`src/rtl/async_fifo_rd_packer_pkg.sv`:
```
`default_nettype none
// +------------------------------------------------------------------+
// | Package : async_fifo_rd_pkg                                      |
// | Shared types and width helpers for the async_fifo read-side      |
// | packet packer: FSM state encoding, counter widths, packet-count  |
// | width.                                                           |
// | Revision: 1.0 - initial release                                  |
// +------------------------------------------------------------------+
package async_fifo_rd_pkg;

   // IDLE: pending slot empty; HOLD: pending slot holds a word.
   typedef enum logic [0:0] {
      IDLE = 1'b0,
      HOLD = 1'b1
   } rd_state_t;

   localparam int PKT_CNT_W = 16;

   // Width of the beat counter; sized to hold BURST_LEN itself.
   function automatic int beat_w(input int burst_len);
      return $clog2(burst_len + 1);
   endfunction

   // Width of the idle timer; must be able to reach TIMEOUT.
   function automatic int tmo_w(input int timeout);
      return $clog2(timeout + 1);
   endfunction

endpackage
`default_nettype wire

```
`src/rtl/async_fifo_rd_packer_if.sv`:
```
`default_nettype none
// +------------------------------------------------------------------+
// | Interface : async_fifo_rd_packer_if                              |
// | Valid/ready packet stream leaving the read-side packer.          |
// |   m_valid - beat valid          m_ready - downstream accept      |
// |   m_data  - beat data (DSIZE)   m_last  - final beat of packet   |
// | Modports: master (packer side), slave (sink side).               |
// | Revision: 1.0 - initial release                                  |
// +------------------------------------------------------------------+
interface async_fifo_rd_packer_if #(
   parameter int DSIZE = 16
) ();

   logic             m_valid;
   logic             m_ready;
   logic [DSIZE-1:0] m_data;
   logic             m_last;

   modport master (
      output m_valid,
      output m_data,
      output m_last,
      input  m_ready
   );

   modport slave (
      input  m_valid,
      input  m_data,
      input  m_last,
      output m_ready
   );

endinterface
`default_nettype wire

```
`src/rtl/async_fifo_rd_packer_timer.sv`:
```
`default_nettype none
// +------------------------------------------------------------------+
// | Module : async_fifo_rd_timer                                     |
// | Saturating idle counter. Clears on i_clr, counts on i_en, and    |
// | stops at TIMEOUT, where o_expired stays high until cleared.      |
// | Ports: rclk, rrst_n (async active-low), i_clr, i_en, o_expired.  |
// | Revision: 1.0 - initial release                                  |
// +------------------------------------------------------------------+
module async_fifo_rd_timer #(
   parameter int TIMEOUT = 64,
   parameter int TMO_W   = 7
) (
   input  wire  rclk,
   input  wire  rrst_n,
   input  wire  i_clr,
   input  wire  i_en,
   output logic o_expired
);

   localparam logic [TMO_W-1:0] c_TMO = TMO_W'(TIMEOUT);

   logic [TMO_W-1:0] r_cnt;

   always_ff @(posedge rclk or negedge rrst_n) begin
      if (!rrst_n) begin
         r_cnt <= '0;
      end else if (i_clr) begin
         r_cnt <= '0;
      end else if (i_en && (r_cnt != c_TMO)) begin
         r_cnt <= r_cnt + TMO_W'(1);
      end
   end

   assign o_expired = (r_cnt == c_TMO);

endmodule
`default_nettype wire

```
`src/rtl/async_fifo_rd_packer.sv`:
```
`default_nettype none
// +------------------------------------------------------------------+
// | Module : async_fifo_rd_packer                                    |
// | Pops words from a fall-through async_fifo read port and emits    |
// | them as a valid/ready stream grouped into BURST_LEN-beat packets.|
// | Partial packets close on idle timeout or on a flush pulse.       |
// | Ports: rclk, rrst_n (async active-low)                           |
// |        rinc/rdata/rempty - FIFO read port                        |
// |        m_axis            - output stream (master modport)        |
// |        flush             - close current packet (1-cycle pulse)  |
// |        busy              - a word is held inside the block       |
// |        pkt_cnt           - completed packets, wraps at 2^16      |
// | Revision: 1.0 - initial release                                  |
// +------------------------------------------------------------------+
module async_fifo_rd_packer
   import async_fifo_rd_pkg::*;
#(
   parameter int DSIZE     = 16,
   parameter int BURST_LEN = 16,
   parameter int TIMEOUT   = 64
) (
   input  wire                   rclk,
   input  wire                   rrst_n,
   output logic                  rinc,
   input  wire  [DSIZE-1:0]      rdata,
   input  wire                   rempty,
   async_fifo_rd_packer_if.master m_axis,
   input  wire                   flush,
   output logic                  busy,
   output logic [PKT_CNT_W-1:0]  pkt_cnt
);

   localparam int                  c_BEAT_W   = beat_w(BURST_LEN);
   localparam int                  c_TMO_W    = tmo_w(TIMEOUT);
   localparam logic [c_BEAT_W-1:0] c_BEAT_MAX = c_BEAT_W'(BURST_LEN - 1);

   rd_state_t             r_state;
   rd_state_t             w_state_nxt;
   logic                  r_active;
   logic [DSIZE-1:0]      r_p_data;
   logic                  r_o_valid;
   logic [DSIZE-1:0]      r_o_data;
   logic                  r_o_last;
   logic [c_BEAT_W-1:0]   r_beat;
   logic [PKT_CNT_W-1:0]  r_pkt_cnt;

   logic w_p_valid;
   logic w_fire;
   logic w_o_free;
   logic w_close;
   logic w_move;
   logic w_pop;
   logic w_expired;
   logic w_tmr_en;
   logic w_tmr_clr;

   assign w_p_valid = (r_state == HOLD);
   assign w_fire    = r_o_valid & m_axis.m_ready;
   assign w_o_free  = ~r_o_valid | w_fire;

   // Conditions that force the pending word out as a packet's last beat.
   assign w_close   = (r_beat == c_BEAT_MAX) | w_expired | flush;

   // Without a closing condition, the pending word may only advance when
   // the next word is available: its arrival proves the pending one is
   // not last. Expressing that as ~rempty breaks the move/pop loop.
   assign w_move    = w_p_valid & w_o_free & (w_close | ~rempty);

   // r_active holds off popping until the first edge after reset release,
   // so no word is drained from the FIFO while the block is in reset.
   assign w_pop     = r_active & ~rempty & (~w_p_valid | w_move);
   assign rinc      = w_pop;

   // Timer only advances while the held word could leave if it closed.
   assign w_tmr_en  = w_p_valid & rempty & w_o_free & ~w_move;
   assign w_tmr_clr = w_pop | w_move;

   async_fifo_rd_timer #(
      .TIMEOUT (TIMEOUT),
      .TMO_W   (c_TMO_W)
   ) u_timer (
      .rclk      (rclk),
      .rrst_n    (rrst_n),
      .i_clr     (w_tmr_clr),
      .i_en      (w_tmr_en),
      .o_expired (w_expired)
   );

   always_ff @(posedge rclk or negedge rrst_n) begin
      if (!rrst_n) begin
         r_state <= IDLE;
      end else begin
         r_state <= w_state_nxt;
      end
   end

   always_comb begin
      w_state_nxt = r_state;
      case (r_state)
         IDLE:    if (w_pop)            w_state_nxt = HOLD;
         HOLD:    if (w_move && !w_pop) w_state_nxt = IDLE;
         default:                       w_state_nxt = IDLE;
      endcase
   end

   always_ff @(posedge rclk or negedge rrst_n) begin
      if (!rrst_n) begin
         r_active  <= 1'b0;
         r_p_data  <= '0;
         r_o_valid <= 1'b0;
         r_o_data  <= '0;
         r_o_last  <= 1'b0;
         r_beat    <= '0;
         r_pkt_cnt <= '0;
      end else begin
         r_active <= 1'b1;

         if (w_pop) begin
            r_p_data <= rdata;
         end

         if (w_move) begin
            r_o_valid <= 1'b1;
            r_o_data  <= r_p_data;
            r_o_last  <= w_close;
            r_beat    <= w_close ? '0 : (r_beat + c_BEAT_W'(1));
         end else if (w_fire) begin
            r_o_valid <= 1'b0;
         end

         if (w_fire && r_o_last) begin
            r_pkt_cnt <= r_pkt_cnt + PKT_CNT_W'(1);
         end
      end
   end

   assign m_axis.m_valid = r_o_valid;
   assign m_axis.m_data  = r_o_data;
   assign m_axis.m_last  = r_o_last;
   assign busy           = w_p_valid | r_o_valid;
   assign pkt_cnt        = r_pkt_cnt;

endmodule
`default_nettype wire

```
`src/flat_wrapper.sv`:
```
// flat-port wrapper written by rule: the top's interface ports become plain ports
module async_fifo_rd_packer_flat import async_fifo_rd_pkg::*;
#(
   parameter int DSIZE     = 16,
   parameter int BURST_LEN = 16,
   parameter int TIMEOUT   = 64
)
  (rclk, rrst_n, rinc, rdata, rempty, flush, busy, pkt_cnt, m_axis_m_valid, m_axis_m_data, m_axis_m_last, m_axis_m_ready);
  async_fifo_rd_packer_if #(.DSIZE(DSIZE)) m_axis_i ();
  input  wire rclk;
  input  wire rrst_n;
  output logic rinc;
  input  wire  [DSIZE-1:0] rdata;
  input  wire rempty;
  input  wire flush;
  output logic busy;
  output logic [PKT_CNT_W-1:0] pkt_cnt;
  output wire logic [$bits(m_axis_i.m_valid)-1:0] m_axis_m_valid;
  output wire logic [$bits(m_axis_i.m_data)-1:0] m_axis_m_data;
  output wire logic [$bits(m_axis_i.m_last)-1:0] m_axis_m_last;
  input wire logic [$bits(m_axis_i.m_ready)-1:0] m_axis_m_ready;
  assign m_axis_m_valid = m_axis_i.m_valid;
  assign m_axis_m_data = m_axis_i.m_data;
  assign m_axis_m_last = m_axis_i.m_last;
  assign m_axis_i.m_ready = m_axis_m_ready;
  async_fifo_rd_packer #(.DSIZE(DSIZE), .BURST_LEN(BURST_LEN), .TIMEOUT(TIMEOUT)) u_core (.rclk(rclk), .rrst_n(rrst_n), .rinc(rinc), .rdata(rdata), .rempty(rempty), .m_axis(m_axis_i), .flush(flush), .busy(busy), .pkt_cnt(pkt_cnt));
endmodule
```
`config.mk`:
```
export PLATFORM = sky130hd
export DESIGN_NAME = async_fifo_rd_packer_flat
export DESIGN_NICKNAME = d
export VERILOG_FILES = /design/src/rtl/async_fifo_rd_packer_pkg.sv /design/src/rtl/async_fifo_rd_packer_if.sv /design/src/rtl/async_fifo_rd_packer_timer.sv /design/src/rtl/async_fifo_rd_packer.sv /design/src/flat_wrapper.sv
export SDC_FILE = /design/constraint.sdc
export NUM_CORES = 1
export LEC_CHECK = 0
export ABC_AREA = 1
export CAP_MARGIN = 20
export CORE_ASPECT_RATIO = 1.1
export CORE_MARGIN = 5
export CORE_UTILIZATION = 56
export CTS_CLUSTER_SIZE = 20
export DETAILED_ROUTE_END_ITERATION = 6
export PLACE_DENSITY_LB_ADDON = 0.1
export SYNTH_ARGS = -nofsm -noshare
export SYNTH_HDL_FRONTEND = slang
export SYNTH_SLANG_ARGS = --single-unit
```
`constraint.sdc`:
```
create_clock -name rclk -period 3.2 [get_ports rclk]
set_clock_uncertainty 0.1 [all_clocks]
set_input_delay 0.32 -clock rclk [delete_from_list [all_inputs] [get_ports rclk]]
set_output_delay 0.32 -clock rclk [all_outputs]
set_load 0.1 [all_outputs]
```
# Word level (Yosys, flattened, before mapping)

Index checks and enable logic that the tools add are counted.

Bits in registers: 64
Output and inout port bits: 36
Bits in latches: 0
Memories: 0
Bits in read-only memories: 0
Bits in writable memories: 0
Bits of input ports: 21
Logic and storage cells: 48

Multipliers: 0
Multiplexer cells: 8
Bitwise logic cells: 19
Reduce and logical (&&, ||, !) cells: 6
Eq/ne operators: 3
Div/mod/pow operators: 0
Add/subtract/negate cells: 3
Shifts and indexed selects: 0
Order comparisons: 0

Operators with widths:

| operator                                             | number |
|---|---|
| adder 16 x 1 -> 16 bit (second input constant)       | 1 |
| 2-to-1 mux 7 bit                                     | 2 |
| bitwise AND 1 bit                                    | 8 |
| adder 7 x 1 -> 7 bit (second input constant)         | 1 |
| equality test 7 bit (second input constant)          | 1 |
| != test 7 bit (second input constant)                | 1 |
| OR 1 bit                                             | 7 |
| adder 5 x 1 -> 5 bit (second input constant)         | 1 |
| equality test 5 x 4 -> 1 bit (second input constant) | 1 |
| 2-to-1 mux 5 bit                                     | 1 |
| 2-to-1 mux 1 bit                                     | 4 |
| inverter 1 bit                                       | 4 |
| nonzero test 2 bit                                   | 2 |
| logical AND 1 bit                                    | 3 |
| one-hot mux 1 bit (2 select lines)                   | 1 |
| zero test 1 bit                                      | 1 |

# Longest topological paths before layout

Word-level depth: 11
Gate-level depth with buffers: 11
Gate-level depth less buffers: 10

# Hierarchy

Synthesis repeated with hierarchy kept, for this count alone.

Cells, all modules: 338
Area, all modules: 2972.9 um^2

Modules (own cells, without submodules):

| module               | sequential area each (um^2) | times used | area an instance (um^2) | cells each |
|---|---|---|---|---|
| async_fifo_rd_packer | 1426.4                      | 1          | 2532.4                  | 276 |
| async_fifo_rd_timer  | 175.2                       | 1          | 440.4                   | 62 |

# Least setup slack after synthesis

Ideal clock, no wire load.

Path kind: reg2out
From: register u_core.r_o_valid (netlist: u_core.m_axis.m_valid)
To: output rinc
Required time: 2.780 ns
Stages on the path, launching flop included: 5
Arrival time: 1.801 ns
Path buffers: 1
Slack: 0.979 ns
Cell sequence: dfrtp_1 -> nand2_1 -> o211ai_2 -> inv_2 -> buf_2

Word-level cells in the longest chain between the ends: 6
Elaborated cells on any way between the ends: 7
Those cells by class: bitwise: 7

RTL lines:

| what                                                       | line                                                   | RTL |
|---|---|---|
| start: declaration                                         | async_fifo_rd_packer.sv:41                             | `logic r_o_valid;` |
| start signal: assignment                                   | async_fifo_rd_packer.sv:110                            | `r_o_valid <= 1'b0;` |
| start signal: assignment                                   | async_fifo_rd_packer.sv:123                            | `r_o_valid <= 1'b1;` |
| start signal: assignment                                   | async_fifo_rd_packer.sv:128                            | `r_o_valid <= 1'b0;` |
| bitwise AND 1 bit / inverter 1 bit (equally long branches) | async_fifo_rd_packer.sv:58, async_fifo_rd_packer.sv:59 |  |
| OR 1 bit (*)                                               | async_fifo_rd_packer.sv:59                             | `assign w_o_free = ~r_o_valid \| w_fire;` |
| bitwise AND 1 bit (*) (2 in series)                        | async_fifo_rd_packer.sv:67                             | `assign w_move = w_p_valid & w_o_free & (w_close \| ~rempty);` |
| OR 1 bit (*)                                               | async_fifo_rd_packer.sv:71                             | `assign w_pop = r_active & ~rempty & (~w_p_valid \| w_move);` |
| bitwise AND 1 bit (*)                                      | async_fifo_rd_packer.sv:71                             |  |
| end: declaration                                           | flat_wrapper.sv:12                                     | `output logic rinc;` |

Every way passes the cells marked *; elsewhere a longest branch is shown, timed or not.

# Worst setup path after layout

From: register u_core.r_o_valid (netlist: u_core.m_axis.m_valid)
To: output busy

Word-level cells in the longest chain between the ends: 1

RTL lines:

| what             | line                        | RTL |
|---|---|---|
| OR 1 bit         | async_fifo_rd_packer.sv:140 | `assign busy = w_p_valid \| r_o_valid;` |
| end: declaration | flat_wrapper.sv:16          | `output logic busy;` |

Every way passes these cells.

==> results by stage <==
STA:
- The final-report hold violation count is 0.
- Once routing completed, OpenROAD measured the worst setup slack at slightly below 0.7 ns.
- Setup violations remaining at the end of the flow were counted as 0.
- The maximum operating frequency is approximately 400 MHz.
- The post-route minimum period is around 2.5 ns.
- For the final routed database, the setup TNS stands at 0 ns.
- Setup repair after global routing left no endpoint under its margin.
- The slew of the pin with the lowest slew margin is slightly below 1 ns.
- The worst-case headroom to the max-slew limit is between 30% and 40%.
- After layout, the worst path uses just under 80% of the clock period.
- The number of slew-limit violations in the final report is 0.

Drt:
- The number of violations reported at the end of detailed-routing iteration 0 is 135.
- The routed layout has ~2500 vias.
- The DRC violations left is 0.
- The count of nets left with antenna violations once routing finished came out at 0.
- The wire length per cell after detailed routing is about 12 µm.
- The total iterations of the first detailed-routing run is 6.
- For this block, the routed nets add up to roughly 6100 µm of wire.
- Dividing the detail-routed via count by the number of cells gives about 4.9.

Finish:
- The relative area change from synthesis to final layout is 27.2%.
- At the end of the flow, the number of nets in the layout was 455.
- The post-route non-filler standard cell count is approximately 510.
- The repair_antennas step left the layout with diodes totalling 0.
- The share of cells above drive strength 1 is roughly an eighth.
- Cells fill roughly 72% of the core in the end.
- The filler cell count is about 450.

Placement:
- The count of placed standard cells including taps is 493.
- The congestion estimate from routability-driven global placement came to between 0.7 and 0.8.
- Summed over all nets, the half-perimeter wirelength after detailed placement is between 4000 and 5000 µm.
- The worst setup slack after placement is between 1 and 1.5 ns.
- The count of port buffers added during placement is 56.

Critical path:
- The worst flop-to-flop path startpoint is u_core.r_beat[0].
- In this run the register-to-register setup slack is ~1.1 ns.
- The worst setup path is launched from a flip-flop.
- Walking the worst path, the cells encountered are or2_2 > clkdlybuf4s50_1.
- The delay of the slowest cell on the worst path is 0.97 ns.
- The critical path start-end classification is reg -> out.
- The maximum fanout count along the critical path is 5.
- The worst endpoint data arrival time is between 2 and 2.5 ns.
- For the worst setup path, the data required time is approximately 2.8 ns.
- STA classifies the critical path endpoint as an output port.
- The largest individual stage delay along the critical path comes from the cell sky130_fd_sc_hd__clkdlybuf4s50_1.
- Counting cells, the worst reg-to-reg path comes to 10.
- The endpoint of the most critical register-to-register path is u_core.r_beat[4].

Synth:
- Yosys attributes the largest share of cell area to sky130_fd_sc_hd__dfrtp_1 53%, sky130_fd_sc_hd__nand2_1 21%, sky130_fd_sc_hd__inv_1 3.7%.
- The proportion of synthesized flip-flops having asynchronous set or reset is between 90% and 100%.
- The most common cell in the synthesized netlist is sky130_fd_sc_hd__nand2_1.
- Summing the sequential cell areas from Yosys gives roughly 53% of the chip area.
- The number of different library cells in the post-synthesis netlist is 29.
- The count of yosys warnings during synthesis is 0.
- The mapped cell area is 3020 µm².
- The share of Yosys cell area claimed by the top area cell type is 53.0%.
- The flip-flop cell with the highest count after synthesis is sky130_fd_sc_hd__dfrtp_1.
- Ranked by instance count, the synthesized netlist is headed by 168 x sky130_fd_sc_hd__nand2_1, 64 x sky130_fd_sc_hd__dfrtp_1, 30 x sky130_fd_sc_hd__inv_1.
- The average cell area after synthesis is slightly above 8 µm².
- The synthesized netlist net count is between 300 and 400.
- The number of synthesized flops with an enable pin is 0.
- The number of register bits inferred by synthesis is 64.
- The instance count of the mapped netlist is ~370.
- sky130_fd_sc_hd__dfrtp_1 takes more of the synthesized area than any other cell.

Clocking:
- After clock tree synthesis, the clock-pin slew on the worst setup and hold paths is 0.07 ns.
- Buffers added to address setup during post-CTS repair amount to 0.
- Clock latency on the worst-skew pair, taken at its later pin, is around 0.35 ns.
- The H-tree generated during clock tree synthesis spans 3 levels.
- The number of buffers inserted for hold repair after clock tree synthesis is 0.
- The clock root buffer is sky130_fd_sc_hd__clkbuf_8.
- The number of gates resized after CTS was 0.
- The clock drives 64 sinks.
- TritonCTS built the clock tree.
- The longest clock path from root to sink contains 2 buffers.
- Clock tree synthesis inserted a total of 9 buffers.

Floorplan:
- The overall die height is 87.0 µm.
- The die covers 6970 µm².
- After floorplanning, the core was sized to cover 5330 µm².
- After floorplanning, the core was divided into 28 placement rows.
- Measured along the x axis, the die boundary spans 80.0 µm.
- The top-level I/O count is 57.
- The initial utilization of the core area, before any placement, comes to between 50% and 60%.

Power:
- After layout, the design draws a total of ~3.8 mW.
- The cell area power density is 976 nW/µm².
- The cell leakage power is roughly 2 nW.
- The maximum vdd ir drop is 0.000650 V.

GRT:
- The global-route track usage on met3 is 6.42%.
- Global routing used roughly a fifth of the available tracks across all layers.
- The most used routing layer is met2.
- The overflow left after global routing is 0.
- Entering global routing, the biggest net connects 43 pins.
- The via count of the first global-routing pass is 2391.
- The initial antenna violation count is 0.
- The met2 global-route usage is approximately 33%.
- The first global-routing pass estimated about 11000 µm of wire.
- Global routing used a little under a quarter of the available met1 tracks.

Flow run:
- Max-cap violations in this run came to 0.

Status:
- The flow ran to the end, and the final reports show no timing, DRC or antenna violations.

Min path:
- The classification of the worst-slack hold path is in -> async.
## state kept, by name (all words and copies together) (netlist names)
name and flops:
u_core.r_active 1, u_core.u_timer.r_cnt 7, u_core.m_axis.m_valid 1, u_core.r_state 1, u_core.r_p_data 16, u_core.r_beat 5, u_core.m_axis.m_last 1, u_core.m_axis.m_data 16
u_core.pkt_cnt 16
## layout by cell type (no fill, tap or decap)
cell / count
sky130_fd_sc_hd__dfrtp_1: 64
sky130_fd_sc_hd__ha_1: 5
sky130_fd_sc_hd__conb_1: 1
sky130_fd_sc_hd__or2_2: 2
sky130_fd_sc_hd__xnor2_1: 4
sky130_fd_sc_hd__buf_12: 1
sky130_fd_sc_hd__nor2_2: 1
sky130_fd_sc_hd__nand3_2: 2
sky130_fd_sc_hd__nand2_1: 168
sky130_fd_sc_hd__a21oi_1: 3
sky130_fd_sc_hd__clkbuf_8: 11
sky130_fd_sc_hd__clkdlybuf4s50_1: 41
sky130_fd_sc_hd__a21oi_2: 1
sky130_fd_sc_hd__nor2_4: 4
sky130_fd_sc_hd__nand2_2: 2
sky130_fd_sc_hd__nand3_1: 13
sky130_fd_sc_hd__o21ai_0: 3
sky130_fd_sc_hd__nand4_1: 9
sky130_fd_sc_hd__inv_1: 30
sky130_fd_sc_hd__clkinv_2: 1
sky130_fd_sc_hd__nand3b_1: 1
sky130_fd_sc_hd__nand2_4: 1
sky130_fd_sc_hd__buf_4: 18
sky130_fd_sc_hd__o21ai_2: 1
sky130_fd_sc_hd__clkbuf_1: 1
sky130_fd_sc_hd__buf_2: 1
sky130_fd_sc_hd__xor2_1: 6
sky130_fd_sc_hd__o21bai_1: 2
sky130_fd_sc_hd__inv_2: 4
sky130_fd_sc_hd__nor2_1: 18
sky130_fd_sc_hd__o21ai_1: 10
sky130_fd_sc_hd__nand3_4: 1
sky130_fd_sc_hd__o211ai_2: 1
sky130_fd_sc_hd__bufinv_16: 2
## cells by family (layout without fill, tap and decap cells)
family | count (synthesis) | count (layout) | share of synthesized area (%)
AO/OA/AOI/OAI | 21 | 21 | 4.14
XOR/XNOR | 10 | 10 | 2.90
adder cells (fa/ha/maj) | 5 | 5 | 2.07
buffers and inverters | 43 | 110 | 6.25
flip-flops | 64 | 64 | 53.0
other | 1 | 1 | 0.124
AND/OR/NAND/NOR | 222 | 222 | 31.5
## through the flow
stage / hold WS [ns] / cell area (µm²)
2_1_floorplan: -0.0756 / 3020
3_5_place_dp: 0.359 / 3620
6_report: 0.0137 / 3840
3_3_place_gp: 0.348 / 3620
5_1_grt: 0.0920 / 3840
4_1_cts: 0.0547 / 3840
## final cells by class
class | instances | area (µm²) | share of cell area [%]
Multi-Input combinational cell | 259 | 1230 | 32.0
Inverter | 34 | 128 | 3.32
Sequential cell | 64 | 1600 | 41.7
Clock buffer | 12 | 155 | 4.04
Clock inverter | 3 | 65.1 | 1.69
Timing Repair Buffer | 61 | 571 | 14.8
Tap cell | 75 | 93.8 | 2.44
## critical path: cells and delay by family, from the launching register on
family	cells	cell delay, ns
buffers and inverters	1	0.97
AND/OR/NAND/NOR	1	0.33
flip-flops	1	0.45
## per-layer routing
layer | up-vias | share of wire (%)
met5 | - | 0
met4 | 0 | 1.4
met3 | 9 | 5.3
met2 | 51 | 49
met1 | 1156 | 45
li1 | 1253 | -
## power by group
part	switching [mW]	leakage [nW]	internal (mW)
clock network	0.299	0.112	0.476
logic	1.40	1.02	0.401
registers	0.161	0.825	1.02
## worst max-delay path by stage
stage,cells after the start,endpoint,startpoint,slack (ns)
6_report,2,busy,u_core.m_axis.m_valid,0.67
4_1_cts,2,busy,u_core.m_axis.m_valid,0.67
3_5_place_dp,8,u_core.r_beat[4],m_axis_m_ready,1.00
3_3_place_gp,8,u_core.r_beat[4],m_axis_m_ready,1.04
5_1_grt,2,busy,u_core.m_axis.m_valid,0.64
2_1_floorplan,4,rinc,u_core.m_axis.m_valid,0.98
No activity file was read; power rests on OpenSTA's default activity.
